[config.mk]
export PLATFORM = sky130hd
export DESIGN_NAME = counter_access_arbiter
export DESIGN_NICKNAME = d
export VERILOG_FILES = /design/src/rtl/counter_access_arbiter.sv
export SDC_FILE = /design/constraint.sdc
export NUM_CORES = 1
export LEC_CHECK = 0
export ABC_AREA = 1
export CORE_AREA = 2 2 107 109
export CTS_BUF_LIST = sky130_fd_sc_hd__clkbuf_4 sky130_fd_sc_hd__clkbuf_8
export DETAILED_ROUTE_END_ITERATION = 12
export DIE_AREA = 0 0 109 111
export HOLD_SLACK_MARGIN = 0.06
export REMOVE_ABC_BUFFERS = 1
export SETUP_SLACK_MARGIN = 0.15
export SLEW_MARGIN = 20
export SYNTH_ARGS = -nofsm -noshare
export SYNTH_HDL_FRONTEND = slang
export SYNTH_SLANG_ARGS = --single-unit
[constraint.sdc]
create_clock -name clk -period 2.3 [get_ports clk]
set_input_delay 0.23 -clock clk [delete_from_list [all_inputs] [get_ports clk]]
set_output_delay 0.23 -clock clk [all_outputs]
set_load 0.005 [all_outputs]
[src/rtl/counter_access_arbiter.sv]
// Round-robin arbiter sharing one counter core between requesters.
// Sequences single register accesses and keeps a sticky irq flag.
module counter_access_arbiter #(
  parameter  int NUM_REQ = 2,
  localparam int PTR_W   = $clog2(NUM_REQ)
) (
  input  logic                   clk,
  input  logic                   reset,
  input  logic [NUM_REQ-1:0]     req,
  input  logic [NUM_REQ-1:0]     we,
  input  logic [2*NUM_REQ-1:0]   addr,
  input  logic [32*NUM_REQ-1:0]  wdata,
  output logic [NUM_REQ-1:0]     gnt,
  output logic [NUM_REQ-1:0]     rvalid,
  output logic [31:0]            rdata,
  output logic                   irq,
  output logic [31:0]            counterIn,
  output logic                   counterEnIn,
  output logic                   counterDirIn,
  output logic                   counterWe,
  output logic                   counterRe,
  output logic                   counterConfigWe,
  output logic                   counterConfigRe,
  output logic                   counterStatusRe,
  input  logic [31:0]            counterOut,
  input  logic                   counterEnOut,
  input  logic                   counterDirOut,
  input  logic                   counterLT1000Out,
  input  logic                   counterIrq
);

  typedef enum logic [1:0] {
    IDLE   = 2'd0,
    ACCESS = 2'd1,
    RESP   = 2'd2
  } state_t;

  state_t           state_q, state_d;
  logic [PTR_W-1:0] ptr_q, ptr_d;
  logic [PTR_W-1:0] own_q, own_d;
  logic             we_q, we_d;
  logic [1:0]       addr_q, addr_d;
  logic [31:0]      wd_q, wd_d;
  logic [31:0]      rdata_q, rdata_d;
  logic             irq_q, irq_d;

  logic [PTR_W-1:0] win;
  logic             found;
  logic [31:0]      rd_val;
  logic             irq_clr;

  // Round-robin scan starting at the pointer, wrapping modulo NUM_REQ
  always_comb begin
    win   = '0;
    found = 1'b0;
    for (int k = 0; k < NUM_REQ; k++) begin
      if (!found && req[(int'(ptr_q) + k) % NUM_REQ]) begin
        found = 1'b1;
        win   = PTR_W'((int'(ptr_q) + k) % NUM_REQ);
      end
    end
  end

  // Register-map read mux from the latched address
  always_comb begin
    rd_val = '0;
    unique case (addr_q)
      2'd0:    rd_val = counterOut;
      2'd1:    rd_val = {30'b0, counterDirOut, counterEnOut};
      2'd2:    rd_val = {31'b0, counterLT1000Out};
      default: rd_val = {31'b0, irq_q};
    endcase
  end

  // Next-state logic for sequencer, latches, pointer and irq flag
  always_comb begin
    state_d = state_q;
    ptr_d   = ptr_q;
    own_d   = own_q;
    we_d    = we_q;
    addr_d  = addr_q;
    wd_d    = wd_q;
    rdata_d = rdata_q;
    irq_clr = (state_q == ACCESS) && we_q
              && (addr_q == 2'd3) && wd_q[0];
    irq_d   = counterIrq | (irq_q & ~irq_clr);
    unique case (state_q)
      IDLE: begin
        if (found) begin
          own_d   = win;
          we_d    = we[win];
          addr_d  = addr[2*win +: 2];
          wd_d    = wdata[32*win +: 32];
          state_d = ACCESS;
        end
      end
      ACCESS: begin
        rdata_d = we_q ? 32'h0 : rd_val;
        ptr_d   = PTR_W'((int'(own_q) + 1) % NUM_REQ);
        state_d = RESP;
      end
      default: state_d = IDLE;
    endcase
  end

  // State register with synchronous active-low reset
  always_ff @(posedge clk) begin
    if (!reset) begin
      state_q <= IDLE;
      ptr_q   <= '0;
      own_q   <= '0;
      we_q    <= 1'b0;
      addr_q  <= '0;
      wd_q    <= '0;
      rdata_q <= '0;
      irq_q   <= 1'b0;
    end else begin
      state_q <= state_d;
      ptr_q   <= ptr_d;
      own_q   <= own_d;
      we_q    <= we_d;
      addr_q  <= addr_d;
      wd_q    <= wd_d;
      rdata_q <= rdata_d;
      irq_q   <= irq_d;
    end
  end

  // Handshake pulses and core strobes, decoded from registered state only
  always_comb begin
    gnt             = '0;
    rvalid          = '0;
    counterWe       = 1'b0;
    counterRe       = 1'b0;
    counterConfigWe = 1'b0;
    counterConfigRe = 1'b0;
    counterStatusRe = 1'b0;
    if (state_q == ACCESS) begin
      gnt[own_q] = 1'b1;
      unique case ({we_q, addr_q})
        3'b100:  counterWe       = 1'b1;
        3'b000:  counterRe       = 1'b1;
        3'b101:  counterConfigWe = 1'b1;
        3'b001:  counterConfigRe = 1'b1;
        3'b010:  counterStatusRe = 1'b1;
        default: ;
      endcase
    end
    if (state_q == RESP) begin
      rvalid[own_q] = 1'b1;
    end
  end

  assign rdata        = rdata_q;
  assign irq          = irq_q;
  assign counterIn    = wd_q;
  assign counterEnIn  = wd_q[0];
  assign counterDirIn = wd_q[1];

endmodule

* Word-level counts from Yosys, hierarchy flattened
Cells that the tools add are included.
W data, S select, Z words.
** Word-level totals
- Bits in registers :: 72
- Word-level logic and storage cells :: 70
** Operators by class
- Add/subtract/negate cells :: 2
- Magnitude comparators :: 5
- Equal/unequal tests :: 10
- Shift operators :: 2
- Multiplexer cells :: 29
- Bitwise gates (word level) :: 4
- Reduce and logical (&&, ||, !) cells :: 10
** Operators with widths (count)
- $pmux W32 S3 :: 1
- $shiftx A64 B7 Y32 :: 1
- $mux W32 :: 1
- $mux W1 :: 22
- $eq A2 B2 Y1 const B :: 3
- $eq A3 B3 Y1 const B :: 2
- $lt A1 B2 Y1 const B :: 3
- $mux W2 :: 3
- $logic_and A1 B1 Y1 :: 5
- $eq A2 B1 Y1 const B :: 2
- $logic_not A2 Y1 :: 2
- $pmux W2 S2 :: 1
- $shiftx A4 B3 Y2 :: 1
- $eq A3 B1 Y1 const B :: 1
- $eq A3 B2 Y1 const B :: 1
- $logic_not A3 Y1 :: 1
- $lt A2 B3 Y1 const B :: 1
- $add A1 B1 Y1 const B :: 2
- $ne A2 B2 Y1 const B :: 1
- $reduce_and A2 Y1 :: 1
- $and A1 B1 Y1 :: 1
- $and A1 B1 Y1 const A :: 1
- $demux W1 S1 :: 1
- $ge A1 B1 Y1 const B :: 1
- other kinds (3) :: 3

* Depth between registers and ports, before layout
Gate-level depths: netlist of the first run.
- Word-level depth :: 9
- Gate-level depth with buffers :: 7
- Mapped depth without buffers :: 6

* Least setup slack after synthesis of the first run
Ideal clock, no wire load.
- Kind :: register to output
- Start point :: reg state_q[0]
- End point :: out gnt[0]
- Arrival :: 0.917 ns
- Data required time :: 2.070 ns
- Path slack :: 1.153 ns
- Cell stages (with the launch flop) :: 6
- Path buffers :: 1
- Path through :: dfxtp_1 -> inv_1 -> nor2_1 -> inv_2 -> buf_6 -> nor2_1
** Between the ends
- Longest elaborated chain between the ends :: 2
** Ends and longest elaborated chain
- start: declaration :: RTL line 38 : state_t state_q, state_d;
- start signal: assignment :: RTL line 118 : state_q <= state_d;
- $eq A2 B1 Y1 :: RTL line 138 : if (state_q == ACCESS) begin
- $mux W2 :: RTL line 138
- end: declaration :: RTL line 13 : output logic [NUM_REQ-1:0] gnt,
Every way passes these cells.

* Final worst setup path of the first run
- Start point :: reg state_q[0]
- End point :: out gnt[1]
The elaborated chain is that of the path after synthesis.

==> results of run 1 <==
synth_stat cells (all sizes together):
cell type,n,share of area (%)
nand2,137,16
nor2,123,15
dfxtp,72,45
inv,45,5.3
o21ai,39,6.2
a21oi,33,5.1
buf,23,4.5
clkbuf,7,0.86
nand3,4,0.62
nor3,3,0.47
a211oi,1,0.39
a21boi,1,0.35
clkinv,1,0.12
nand3b,1,0.35
kinds of logic (layout without fill, tap and decap cells):
family,count (synthesis),in the layout,share of synthesized area [%]
AO/OA/AOI/OAI,74,74,12.1
AND/OR/NAND/NOR,268,268,32.3
buffers and inverters,76,254,10.8
flip-flops,72,72,44.9
tightest hold or removal path: stages:
cell	delay, ns
clkdlybuf4s50_1	0.40
inv_1	0.05
a21oi_1	0.05
final cells by class:
cell class	instances	area share, %
clock inverters	5	1.46
inverters	46	3.21
repair buffers	192	35.8
clock buffers	11	2.70
well taps	143	3.32
flip-flops and latches	72	26.8
multi-input cells	342	26.7
per-layer routing:
layer	wire (um)	GRT usage, %	part of all wire (%)	vias up
met2	3910	24.7	42	149
met4	79	4.62	0.84	0
met3	1300	8.23	14	7
met5	0	0	0	-
li1	-	-	-	1830
met1	4120	18.5	44	1481
registers in the layout, indices dropped and copies added (netlist names):
register,flops
rdata,32
state_q,2
irq,1
counterIn,32
own_q,1
ptr_q,1
addr_q,2
we_q,1
what timing repair did:
item                                    CTS  global route
resized for setup                         0             2
setup buffers                             0             0
endpoints found under the setup margin    0             3
where the power goes:
group          total (mW)  switching (mW)  leakage, nW  internal [mW]
clock network        1.11           0.461        0.117          0.653
registers            1.42          0.0636        0.592           1.36
logic               0.817           0.348         1.52          0.469
path summary, 6_finish.rpt:
path	from	endpoint	cells after the start
min reg2reg	rdata[31]$_SDFFE_PN0N_	rdata[31]$_SDFFE_PN0N_	2
min	counterIrq	irq$_SDFF_PN0_	3
max reg2reg	state_q[1]$_SDFFE_PN0P_	rdata[14]$_SDFFE_PN0N_	6
max	state_q[0]$_SDFFE_PN0P_	gnt[1]	5
cell usage in the layout (no fill, tap or decap), drive strengths merged:
cell type      instances
nand3                  4
nand2                137
clkdlybuf4s50        185
o21ai                 39
a211oi                 1
a21oi                 33
buf                    7
nor2                 123
clkbuf                11
inv                   46
nand3b                 1
dfxtp                 72
nor3                   3
clkinv                 3
a21boi                 1
bufinv                 2
==> flow_summary.yaml, run 1 <==
outcome:
  status: "complete, no violations"
clocking:
  cts_made_buffers: 9
  ctsHtreeMaxLevel: 3
  clock-root-buffer: "clkbuf_8"
  cts.sinks: 72
  cts_tree: "done"
  hold_buffers: 0
  clock_latency_ns: 0.34
  cts_buffer_depth: 2
  clkTransAtPathRegs_ns: 0.07
layout:
  multiInputGateArea_sq_um: 1440
  insertedDiodeCount: 0
  stdcell_count: 811
  syn_to_final_growth_pct: 67.6
  layout-drive-gt1-share_pct: 5.09
  fillers: 1123
  seq_area_sq_um: 1440
  finish.instance_area_sq_um: 5380
  final_util_pct: 48.6
  finalNetCount: 773
timing:
  rsz0062_at_grt: "no"
  slew_headroom_pct: 72.0
  post-route-min-period_ns: 1.95
  layout_setup_ws_ns: 0.355
  max_freq_mhz: 514
  fin_crit_sh_pct: 84.6
  hold_viol: 0
  fin_setup_tns_ns: 0
  maxSlewViolCount: 0
  timing.hold.ws_ns: 0.448
  tightestPinTransition_ns: 0.418
  setup_viol: 0
  fin_worst_skew_ns: 0.0104
die:
  io_pins: 186
  fp.coreArea_sq_um: 11100
  row_count: 39
  die_area_sq_um: 12100
  die_y_um: 111
  die-width_um: 109
  initial_core_util_pct: 29.0
placed_design:
  placed_area_sq_um: 5150
  dpl_worst_slack_ns: 0.571
  io_buffers: 185
  post-dp-hpwl_mm: 6.77
  gp_routability_congestion: 0.812
  placedCellCount: 795
logic_synthesis:
  syn_inst: 490
  yosys_warnings: 0
  yosysSeqAreaShare_pct: 44.9
  synth_area_sq_um: 3210
  yosysUniqueCellTypes: 21
  synth_seq_cells: 72
  synth_area_per_cell_sq_um: 6.55
grt:
  grtUsageTotal_pct: 15.7
  overflow: 0
  grt_pass1_wl_mm: 15.2
  antenna_found_initial: 0
  grt_pass1_vias: 3368
  grt_max_degree: 72
worst_setup_path:
  ff2ff_setup_slack_ns: 0.93
  worstSetupPathType: "reg -> out"
  endpoint_kind: "output port"
  critPathSlowestCell: "clkdlybuf4s50_1"
  start_kind: "flop"
  worst_ep_arrival_time_ns: 1.72
  crit_chain: "inv_1, nor2_2, inv_2, nor2_1, clkdlybuf4s50_1"
  cp_top_family: "buffers and inverters"
  cpPeakStageDelay_ns: 0.56
  path_buf_inv: 3
  worstPathMaxFanout: 5
  critical_path_required_ns: 2.07
routing:
  via_per_inst: 4.27
  remaining_drc_errors: 0
  drtAntennaViolNets: 0
  drt_iter0_drc: 166
  drt-total-wl_mm: 9.41
  dr.pass1.iters: 4
  wl_per_cell_um: 11.6
  vias: 3467
power_and_ir_drop:
  leakagePower_nw: 2.23
  vdd_drop_max_uv: 233
  power_mw: 3.35
  power.density_nw_per_um2: 623
min_path:
  worst_hold_path_type: "in -> reg"
job:
  max_cap_viol_count: 0
Power figures use the tool's default switching activity.
==> inputs of run 2 (changes only) <==
--- a/config.mk
+++ b/config.mk
@@ -11,6 +11,7 @@
 export DETAILED_ROUTE_END_ITERATION = 12
 export DIE_AREA = 0 0 109 111
 export HOLD_SLACK_MARGIN = 0.06
+export PLACE_DENSITY = 0.67
 export REMOVE_ABC_BUFFERS = 1
 export SETUP_SLACK_MARGIN = 0.15
 export SLEW_MARGIN = 20
==> constraint.sdc (replaced) <==
create_clock -name clk -period 1.6 [get_ports clk]
set_input_delay 0.16 -clock clk [delete_from_list [all_inputs] [get_ports clk]]
set_output_delay 0.16 -clock clk [all_outputs]
set_load 0.005 [all_outputs]
==> flow_summary.yaml, run 2 (synthesized netlist as in run 1, its figures left out) <==
worst_setup_path:
  crit_chain: "clkdlybuf4s50_1"
  cpPeakStageDelay_ns: 0.52
  worstPathMaxFanout: 4
  endpoint_kind: "output port"
  cp_top_family: "buffers and inverters"
  start_kind: "flop"
  cp.depth: 1
  critPathSlowestCell: "clkdlybuf4s50_1"
  ff2ff_setup_slack_ns: 0.28
  worstRegToRegCells: 6
  path_buf_inv: 1
  worst_ep_arrival_time_ns: 1.21
  critical_path_required_ns: 1.44
  worstSetupPathType: "reg -> out"
  r2r_end: "rdata[23]$_SDFFE_PN0N_"
  reg2reg_from: "state_q[0]$_SDFFE_PN0P_"
job:
  max_cap_viol_count: 0
grt:
  use_met2_pct: 25.9
  use_met3_pct: 6.29
  grt_pass1_wl_mm: 15.0
  grt_max_degree: 46
  top_usage_layer: "met2"
  grtUsageTotal_pct: 15.5
  antenna_found_initial: 1
  use_met1_pct: 17.9
  grt_pass1_vias: 3305
  overflow: 0
timing:
  maxSlewViolCount: 0
  slew_headroom_pct: 78.3
  post-route-min-period_ns: 1.37
  hold_viol: 0
  timing.hold.ws_ns: 0.374
  tightestPinTransition_ns: 0.324
  rsz0062_at_grt: "no"
  fin_crit_sh_pct: 85.9
  fin_worst_skew_ns: 0.00726
  max_freq_mhz: 728
  setup_viol: 0
min_path:
  worstHoldStart: "counterOut[26]"
  worst_hold_path_type: "in -> reg"
  whs_endpoint: "rdata[26]$_SDFFE_PN0N_"
  hold_depth: 3
clocking:
  clkTransAtPathRegs_ns: 0.08
  ctsHtreeMaxLevel: 3
  clock_latency_ns: 0.33
  cts_buffer_depth: 2
  clock-root-buffer: "clkbuf_8"
  cts_made_buffers: 9
  cts_tree: "done"
  hold_buffers: 0
  cts.sinks: 72
routing:
  drt_iter0_drc: 231
  drtAntennaViolNets: 0
  via_per_inst: 4.30
  drt-total-wl_mm: 9.59
  remaining_drc_errors: 0
  dr.pass1.iters: 7
  wl_per_cell_um: 11.6
  vias: 3541
layout:
  finalNetCount: 785
  syn_to_final_growth_pct: 70.6
  layout-drive-gt1-share_pct: 9.85
  mostFrequentLayoutCell: "clkdlybuf4s50_1"
  final_cell_mix: "clkdlybuf4s50_1, nand2_1, nor2_1"
  fillers: 1105
  final_util_pct: 49.5
power_and_ir_drop:
  power.density_nw_per_um2: 864
  vdd_drop_max_uv: 341
  leakagePower_nw: 2.30
placed_design:
  io_buffers: 185
  post-dp-hpwl_mm: 6.87
  gp_routability_congestion: 0.740
die:
  die-width_um: 109
  io_pins: 186
  fp.coreArea_sq_um: 11100
  die_area_sq_um: 12100
  row_count: 39
  die_y_um: 111
  initial_core_util_pct: 29.0
outcome:
  status: "complete, no violations"
## run 2: cell types whose count changed in the layout (fill, tap and decap cells not counted), moves of 3 or more
cell / before / now
buf_4: 5 / 15
buf_2: 0 / 4
nor2_4: 2 / 5
clkdlybuf4s50_1: 185 / 176
dfxtp_2: 1 / 7
clkbuf_2: 0 / 5
dfxtp_1: 71 / 65
## run 2: what timing repair did
action                     CTS  global route
pin swaps                    2             2
setup endpoints to repair   10            12
resized for setup           35            15
setup buffers                3             3
## run 2: metal layers
metal / vias to the layer above / share of wire (%)
met4: 0 / 0.97
met5: - / 0
met3: 5 / 11
met1: 1539 / 43
li1: 1861 / -
met2: 136 / 45
## run 2: how the worst max path moves through the flow
stage                              startpoint                          to  slack [ns]
floorplan                  ptr_q$_SDFFE_PN0N_      addr_q[0]$_SDFFE_PN0P_       -0.60
global placement            we_q$_SDFFE_PN0P_             counterStatusRe        0.11
detailed placement                      reset              irq$_SDFF_PN0_        0.07
CTS                   state_q[0]$_SDFFE_PN0P_                   counterWe         0.1
global route          state_q[0]$_SDFFE_PN0P_  counterIn[28]$_SDFFE_PN0P_        0.16
finish              counterIn[0]$_SDFFE_PN0P_                 counterEnIn        0.23
## run 2: cell type report
class	instances	area (sq um)	area share (%)
timing repair buffer	204	2000	36.5
multi-input combinational	342	1470	26.9
sequential	72	1450	26.5
tap	143	179	3.27
inverter	46	175	3.20
clock buffer	11	145	2.65
clock inverter	5	56.3	1.03
antenna	1	2.50	0.0457
## run 2: power by group
group          switching [mW]  internal (mW)
registers              0.0912           1.95
clock network           0.672          0.778
logic                   0.523          0.716
## run 2: stage by stage
step / setup TNS [ns] / area, sq um / setup slack, ns / cells / total power, mW
3_5_place_dp: 0 / 5230 / 0.0705 / 801 / 3.30
3_3_place_gp: 0 / 5230 / 0.110 / 801 / 3.28
6_report: 0 / 5480 / 0.226 / 824 / 4.73
2_1_floorplan: -21.37 / 3040 / -0.596 / 460 / 2.53
5_1_grt: 0 / 5480 / 0.155 / 823 / 5.06
4_1_cts: 0 / 5470 / 0.0975 / 820 / 4.79
